==> src/rtl/ram_delay_stream_ctrl_if.sv <==
// Stream/delay-line bundle for ram_delay_stream_ctrl.
//   in_*     : upstream valid/ready stream into the controller
//   delay_*  : connection to the attached ram_delay_reg
//   out_*    : downstream valid/ready stream out of the 2-entry buffer
//   occupancy: valid words held in the line plus the buffer
// slave  : the controller's view
// master : the surrounding environment's view (source, sink and delay line)
interface ram_delay_stream_ctrl_if #(
  parameter int WIDTH = 64,
  parameter int CNTW  = 4
);
  logic             in_valid;
  logic [WIDTH-1:0] in_data;
  logic             in_ready;
  logic             delay_enable;
  logic [WIDTH-1:0] delay_din;
  logic [WIDTH-1:0] delay_dout;
  logic             out_valid;
  logic [WIDTH-1:0] out_data;
  logic             out_ready;
  logic [CNTW-1:0]  occupancy;

  modport slave (
    input  in_valid, in_data, delay_dout, out_ready,
    output in_ready, delay_enable, delay_din, out_valid, out_data, occupancy
  );

  modport master (
    output in_valid, in_data, delay_dout, out_ready,
    input  in_ready, delay_enable, delay_din, out_valid, out_data, occupancy
  );
endinterface

==> src/rtl/ram_delay_stream_ctrl.sv <==
// Flow-control wrapper for the RAM delay line (ram_delay_reg).
// Turns an upstream valid/ready stream into the line's single advance enable,
// tags each slot valid or bubble, and pops valid delayed words into a 2-entry
// output buffer drained by a downstream valid/ready consumer.
// Ports:
//   clock : rising-edge clock
//   rst   : asynchronous active-high reset
//   s     : stream / delay-line bundle (ram_delay_stream_ctrl_if.slave)
module ram_delay_stream_ctrl #(
  parameter int DEPTH = 5,
  parameter int WIDTH = 64,
  parameter int DRAIN = 1,
  parameter int CNTW  = 4
) (
  input  logic                    clock,
  input  logic                    rst,
  ram_delay_stream_ctrl_if.slave  s
);
  logic [DEPTH-1:0] vtag;   // slot-valid tags, vtag[DEPTH-1] aligns with delay_dout
  logic [1:0]       count;  // buffer fill 0..2
  logic [WIDTH-1:0] head, tail;
  logic [CNTW-1:0]  occ;

  logic vtop, can_adv, adv, accept, push, pop;

  assign vtop    = vtag[DEPTH-1];
  // Only registered terms: no combinational out_ready -> in_ready path.
  assign can_adv = !vtop || (count < 2'd2);
  // Bubble advances keep in-flight words moving when input is idle.
  assign adv     = !rst && can_adv && (s.in_valid || ((DRAIN != 0) && (|vtag)));
  assign accept  = s.in_valid && can_adv;
  assign push    = adv && vtop;
  assign pop     = (count != 2'd0) && s.out_ready;

  assign s.in_ready     = can_adv;
  assign s.delay_enable = adv;
  assign s.delay_din    = s.in_data;
  assign s.out_valid    = (count != 2'd0);
  assign s.out_data     = head;
  assign s.occupancy    = occ;

  always_ff @(posedge clock or posedge rst) begin
    if (rst) begin
      vtag  <= '0;
      count <= 2'd0;
      head  <= '0;
      tail  <= '0;
      occ   <= '0;
    end else begin
      if (adv) vtag <= {vtag[DEPTH-2:0], s.in_valid};

      case ({push, pop})
        2'b10: begin
          if (count == 2'd0) head <= s.delay_dout;
          else               tail <= s.delay_dout;
          count <= count + 2'd1;
        end
        2'b01: begin
          // head keeps its last value once the buffer empties
          if (count == 2'd2) head <= tail;
          count <= count - 2'd1;
        end
        2'b11: begin
          if (count == 2'd1) head <= s.delay_dout;
          else begin
            head <= tail;
            tail <= s.delay_dout;
          end
        end
        default: ;
      endcase

      case ({accept, pop})
        2'b10:   occ <= occ + CNTW'(1);
        2'b01:   occ <= occ - CNTW'(1);
        default: ;
      endcase
    end
  end
endmodule
==> src/flat_wrapper.sv <==
// flat-port wrapper written by rule: the top's interface ports become plain ports
module ram_delay_stream_ctrl_flat 
#(
  parameter int DEPTH = 5,
  parameter int WIDTH = 64,
  parameter int DRAIN = 1,
  parameter int CNTW  = 4
)
  (clock, rst, s_in_valid, s_in_data, s_delay_dout, s_out_ready, s_in_ready, s_delay_enable, s_delay_din, s_out_valid, s_out_data, s_occupancy);
  ram_delay_stream_ctrl_if #(.WIDTH(WIDTH), .CNTW(CNTW)) s_i ();
  input  logic clock;
  input  logic rst;
  input wire logic [$bits(s_i.in_valid)-1:0] s_in_valid;
  input wire logic [$bits(s_i.in_data)-1:0] s_in_data;
  input wire logic [$bits(s_i.delay_dout)-1:0] s_delay_dout;
  input wire logic [$bits(s_i.out_ready)-1:0] s_out_ready;
  output wire logic [$bits(s_i.in_ready)-1:0] s_in_ready;
  output wire logic [$bits(s_i.delay_enable)-1:0] s_delay_enable;
  output wire logic [$bits(s_i.delay_din)-1:0] s_delay_din;
  output wire logic [$bits(s_i.out_valid)-1:0] s_out_valid;
  output wire logic [$bits(s_i.out_data)-1:0] s_out_data;
  output wire logic [$bits(s_i.occupancy)-1:0] s_occupancy;
  assign s_i.in_valid = s_in_valid;
  assign s_i.in_data = s_in_data;
  assign s_i.delay_dout = s_delay_dout;
  assign s_i.out_ready = s_out_ready;
  assign s_in_ready = s_i.in_ready;
  assign s_delay_enable = s_i.delay_enable;
  assign s_delay_din = s_i.delay_din;
  assign s_out_valid = s_i.out_valid;
  assign s_out_data = s_i.out_data;
  assign s_occupancy = s_i.occupancy;
  ram_delay_stream_ctrl #(.DEPTH(DEPTH), .WIDTH(WIDTH), .DRAIN(DRAIN), .CNTW(CNTW)) u_core (.clock(clock), .rst(rst), .s(s_i));
endmodule
==> config.mk <==
export PLATFORM = sky130hd
export DESIGN_NAME = ram_delay_stream_ctrl_flat
export DESIGN_NICKNAME = d
export VERILOG_FILES = /design/src/rtl/ram_delay_stream_ctrl_if.sv /design/src/rtl/ram_delay_stream_ctrl.sv /design/src/flat_wrapper.sv
export SDC_FILE = /design/constraint.sdc
export NUM_CORES = 1
export LEC_CHECK = 0
export ABC_AREA = 1
export BUFFER_PORTS_ARGS = -buffer_cell sky130_fd_sc_hd__buf_2
export CORE_MARGIN = 4
export CORE_UTILIZATION = 35
export CTS_CLUSTER_SIZE = 12
export DETAILED_ROUTE_END_ITERATION = 8
export PLACE_DENSITY_LB_ADDON = 0.3
export SLEW_MARGIN = 20
export SYNTH_ARGS = -nofsm -noshare
export SYNTH_HDL_FRONTEND = slang
export SYNTH_SLANG_ARGS = --single-unit
==> constraint.sdc <==
create_clock -name clock -period 13.2 [get_ports clock]
set_clock_uncertainty 0.1 [all_clocks]
set_input_delay 1.32 -clock clock [delete_from_list [all_inputs] [get_ports clock]]
set_output_delay 1.32 -clock clock [all_outputs]
set_load 0.03 [all_outputs]
==> results_dict.tcl, run 1 <==
set metrics [dict create \
    outcome "complete, no violations" \
    place_area_um2 7410 \
    fin_crit_sh 0.292 \
    syn_avg_cell_area_um2 7.80 \
    synth_edf_count 0 \
    wire_per_inst_um 13.9 \
    gp_congestion 0.765 \
    initial_core_util 0.355 \
    diodes 0 \
    critPathKind "input port to flop" \
    synthArstFlopShare 1.00 \
    synth-adder-area-share 0.0203 \
    grt_pass1_vias 5803 \
    synth.most_common_cell "nand2_1" \
    tns_ps 0 \
    synth_compound_area_frac 0.00700 \
    cts_tree "done" \
    synthCells 917 \
    synth_top_family_by_area "simple AND/OR/NAND/NOR gates" \
    switching_share 0.419 \
    num-fill-cells 2193 \
    port_buffers 138 \
    drc 0 \
    die_area_um2 22800 \
    postCtsHoldBufs 0 \
    ff2ff_path_depth 11 \
    power_frac_comb 0.392 \
    drv_cap 0 \
    synth_mux_area_frac 0 \
    hold_viol 0 \
    grt_usage 0.159 \
    final_core_util 0.400 \
    synth_ff_type "dfrtp_1" \
    synth_simple_gate_area_frac 0.350 \
    htreeDepth 4 \
    ctsResizeCount 0 \
    viasPerCell 4.60 \
    fin_area_um2 8060 \
    dp_hpwl_mm 10.7 \
    maxSlewViolCount 0 \
    synthToLayoutAreaGrowth_pct 12.7 \
    synth_top_cell_by_area "dfrtp_1" \
    pwr-share-seq 0.355 \
    synthTopCellsByCount "478 x nand2_1, 139 x dfrtp_1, 131 x nand3_1" \
    p_sw_uw 844 \
    die_x_um 151 \
    synth_top_area_frac 0.486 \
    syn_nets 1060 \
    vdd_drop_max_uv 120 \
    antenna_found_initial 1 \
    max_stage_delay_ps 550 \
    grt_pass1_wl_mm 29.1 \
    cp-startpoint "s_out_ready" \
    timing.rr.end "u_core.tail[9]" \
    rows 52 \
    drt_wl_total_mm 17.4 \
    vias 5751 \
    cts_sinks 139 \
    ys_ff_latch 139 \
    cts_root_buf "clkbuf_16" \
    synth-xor-area-share 0.00735 \
    cts.clk_slew.worst_paths_ps 60 \
    final_antenna_net_count 0 \
    dr.pass1.iters 4 \
    r2r-start "u_core.count[1]" \
    synth.distinct_cells 20 \
    path_cells "buf_2, inv_1, nor2_4, inv_1, ha_1, o21ai_4, buf_4, nand2_2, buf_4, nand2_1, nand2_1" \
    io_pins 267 \
    p_per_area_nw_per_um2 250 \
    coreArea_um2 20200 \
    cts_setup_buffers 0 \
    hold_path_depth 2 \
    clkPwrFrac 0.253 \
    hold_start "u_core.s.out_data[40]" \
    cts_made_buffers 17 \
    grt_max_degree 77 \
    hold_end "u_core.s.out_data[40]" \
    slew_headroom 0.521 \
    tightest_slew_ps 719 \
    ys_seq_area_frac 0.486 \
    cts_max_path_buffers 2 \
    setup.worst_path.end_class "flop" \
    drt_iter0_markers 314 \
    yosys_warnings 0 \
    min_period_ps 3860 \
    syn-cell-area_um2 7150 \
    required_ps 13400 \
    rsz0062_at_grt "no" \
    fmax_mhz 259 \
    r2r_setup_slack_ps 9580 \
    insertion_delay_ps 410 \
    ys_top_cells_by_area "dfrtp_1 49%, nand2_1 25%, nand3_1 9.2%, buf_4 8.4%, buf_6 1.9%" \
    crit_arrival_ps 4060 \
    p_leak_uw 0.00461 \
    finalSetupViolCount 0 \
    post-place-ws_ps 8810 \
    p_int_uw 1170 \
    drive_gt1_frac 0.192 \
    cp_slowest_cell "buf_4" \
    worst_slack_ps 9340 \
    die_y_um 151 \
    start_kind "input port" \
    hold_path.class "flop to flop" \
    final_net_count 1110 \
    cp_max_fo 65 \
    overflow 0 \
]
[cell usage in the layout, fill, tap and decap left out, drive strengths merged]
cell type / netlist / layout
xnor2: 3 / 3
xor2: 3 / 3
a21oi: 2 / 2
clkinvlp: 0 / 3
nor2: 10 / 10
bufinv: 0 / 4
o21ai: 5 / 5
inv: 17 / 18
dfrtp: 139 / 139
buf: 115 / 147
fa: 1 / 1
nand2: 480 / 480
clkinv: 0 / 3
clkbuf: 1 / 21
nand3: 131 / 131
ha: 10 / 10
[sequential cells by signal, indices dropped and copies added, names as in the netlist]
register            flops
u_core.s.out_data      64
u_core.count            2
u_core.s.occupancy      4
u_core.tail            64
u_core.vtag             5
[final cells by class]
type / count / area (um2) / area share
clock buffers: 21 / 460 / 0.0571
clock inverters: 11 / 166 / 0.0206
inverters: 17 / 71.3 / 0.00885
multi-input cells: 645 / 2770 / 0.343
flip-flops and latches: 139 / 3480 / 0.432
well taps: 270 / 338 / 0.0419
repair buffers: 147 / 778 / 0.0966
[kinds of logic (layout without fill, tap and decap cells)]
| logic type | Yosys count | after routing |
|---|---|---|
| fa+ha+maj | 11 | 11 |
| buf+inv | 133 | 196 |
| xor+xnor | 6 | 6 |
| simple gates | 621 | 621 |
| flops | 139 | 139 |
| compound gates | 7 | 7 |
[how the worst max path moves through the flow]
| stage | cells past startpoint | end | slack [ps] |
|---|---|---|---|
| 2_1_floorplan | 1 | u_core.count[0] | 8060 |
| 3_3_place_gp | 12 | u_core.s.out_data[7] | 8850 |
| 3_5_place_dp | 11 | u_core.tail[9] | 8810 |
| 4_1_cts | 11 | u_core.tail[12] | 9250 |
| 5_1_grt | 12 | u_core.s.out_data[24] | 9040 |
| 6_report | 11 | u_core.tail[9] | 9340 |
[power groups by stage]
stage | sequential (uW) | combinational, uW | clock (uW)
after floorplan | 876 | 494 | 0
after global placement | 720 | 788 | 0
after detailed placement | 719 | 805 | 0
after CTS | 714 | 807 | 522
after global routing | 739 | 898 | 542
final | 714 | 790 | 510
[metrics by stage]
step                      hold slack, ps  std cells  total power, uW
final                                371       1250             2010
after global routing                 387       1250             2180
after detailed placement             359       1217             1520
after global placement               355       1217             1510
after CTS                            374       1249             2040
after floorplan                      343        917             1370
[worst max-delay path: cells and delay by family]
kind                       cells  cell delay, ps
buffers and inverters          5            1270
and+or+nand+nor                4            1020
adders and majority gates      1             260
AOI/OAI and AO/OA              1             140
[per-layer routing]
metal / GRT usage / up-vias / part of all wire
met2: 0.259 / 137 / 0.46
met3: 0.0410 / 23 / 0.054
li1: - / 2896 / -
met1: 0.212 / 2693 / 0.47
met5: 0 / - / 0.00075
met4: 0.0413 / 2 / 0.0090
Power figures use the tool's default switching activity.
==> run 2: changes to the inputs <==
==> constraint.sdc (replaced) <==
create_clock -name clock -period 3.6 [get_ports clock]
set_clock_uncertainty 0.1 [all_clocks]
set_input_delay 0.36 -clock clock [delete_from_list [all_inputs] [get_ports clock]]
set_output_delay 0.36 -clock clock [all_outputs]
set_load 0.03 [all_outputs]
==> run 2 against run 1 <==
Compared with the run above:
- core utilization rose by 0.37 points
- combinational power grew to 3.7 times the previous value
- count of clock-buffer cells in the layout rose by 2
- critical endpoint is now u_core.tail[16]
- critical path type unchanged
- wire length grew 1.4%
- highest routed layer is now met4
- sequential power grew to 3.7 times the previous value
- global-route usage barely moved
- final cell count up 0.64%
==> results_dict.tcl, run 2 (synthesized netlist as in run 1, its figures left out) <==
set metrics [dict create \
    rows 52 \
    power_frac_comb 0.397 \
    final_antenna_net_count 0 \
    final_cell_mix "476 x nand2_1, 139 x dfrtp_1, 138 x buf_2" \
    cts.clk_slew.worst_paths_ps 60 \
    die_x_um 151 \
    num-fill-cells 2128 \
    cts_sinks 139 \
    drv_cap 0 \
    finalSetupViolCount 0 \
    gp_congestion 0.737 \
    setup.worst_path.end_class "flop" \
    drt_iter0_markers 250 \
    viasPerCell 4.60 \
    min_period_ps 2920 \
    insertion_delay_ps 410 \
    grt_pass1_vias 5642 \
    antenna_found_initial 0 \
    outcome "complete, no violations" \
    postCtsHoldBufs 1 \
    power.total_uw 7420 \
    grt_pass1_wl_mm 28.9 \
    coreArea_um2 20200 \
    pwr-share-seq 0.354 \
    critPathKind "input port to flop" \
    ctsResizeCount 0 \
    maxSlewViolCount 0 \
    cts_max_path_buffers 2 \
    clkPwrFrac 0.249 \
    slew_headroom 0.479 \
    drc 0 \
    htreeDepth 4 \
    final_net_count 1116 \
    place_inst 1223 \
    final_core_util 0.403 \
    dr.pass1.iters 4 \
    required_ps 3850 \
    grt_max_degree 69 \
    grt_usage 0.159 \
    synthToLayoutAreaGrowth_pct 13.8 \
    cts_tree "done" \
    die_y_um 151 \
    overflow 0 \
    io_pins 267 \
    drt_wl_total_mm 17.6 \
    crit_arrival_ps 3170 \
    fin_crit_sh 0.812 \
    vias 5788 \
    drive_gt1_frac 0.196 \
    p_sw_uw 3110 \
    layout_commonest_cell "nand2_1" \
    cts_root_buf "clkbuf_16" \
    finalNonFillerCells 1258 \
    tns_ps 0 \
    hold_path.class "input port to flop" \
    wire_per_inst_um 14.0 \
    tightest_slew_ps 779 \
    p_leak_uw 0.00465 \
    vdd_drop_max_uv 352 \
    initial_core_util 0.355 \
    p_int_uw 4310 \
    fmax_mhz 342 \
    switching_share 0.420 \
    rsz0062_at_grt "no" \
    port_buffers 138 \
    cts_made_buffers 17 \
    dp_hpwl_mm 11.1 \
    p_per_area_nw_per_um2 912 \
    cp_max_fo 36 \
    die_area_um2 22800 \
    hold_viol 0 \
    cts_setup_buffers 0 \
    start_kind "input port" \
]
==> run 2: path summary, 6_finish.rpt <==
check	start	endpoint	slack, ps	cells past startpoint
worst min register to register	u_core.s.out_data[31]	u_core.s.out_data[31]	370	2
worst max register to register	u_core.count[1]	u_core.tail[16]	800	9
worst min-delay path	s_in_valid	u_core.vtag[0]	60	3
max in group asynchronous	rst	u_core.tail[30]	2060	4
worst max-delay path	rst	u_core.tail[16]	680	11
min in group asynchronous	rst	u_core.tail[4]	530	3
==> run 2: routing by layer <==
layer / up-vias / GRT usage / wire, um
met1: 2710 / 0.207 / 8100
met2: 148 / 0.258 / 8280
met5: - / 0 / 0
met3: 17 / 0.0449 / 1110
li1: 2913 / - / -
met4: 0 / 0.0499 / 154
==> run 2: through the flow <==
step                setup WS (ps)  hold WS [ps]  instance area [um2]
floorplan                    1400           343                 7150
global placement              800           354                 7500
detailed placement            770           359                 7500
CTS                           645          41.9                 8130
global route                  439          48.5                 8130
finish                        676          64.8                 8140
==> run 2: critical path: stages <==
cell and delay (ps):
dlygate4sd3_1 530, buf_2 140, a21oi_1 120, nand2_1 150
nor2_1 240, ha_1 240, nand2_2 330, nand2_2 640
buf_12 270, nand2_1 70, nand2_1 60
==> run 2: final cells by class <==
cell class	count	area, um2	share of cell area
Timing Repair Buffer	153	856	0.105
Clock inverter	9	135	0.0166
Multi-Input combinational cell	645	2770	0.340
Antenna cell	2	5.00	0.000615
Tap cell	270	338	0.0415
Inverter	17	67.6	0.00831
Sequential cell	139	3480	0.428
Clock buffer	23	488	0.0600
==> run 2: power groups by stage <==
stage	Sequential (uW)	Clock, uW	Combinational, uW
3_3_place_gp	2640	0	2960
5_1_grt	2710	1980	3330
2_1_floorplan	3210	0	1810
4_1_cts	2630	1910	3010
6_report	2620	1850	2940
3_5_place_dp	2640	0	3000
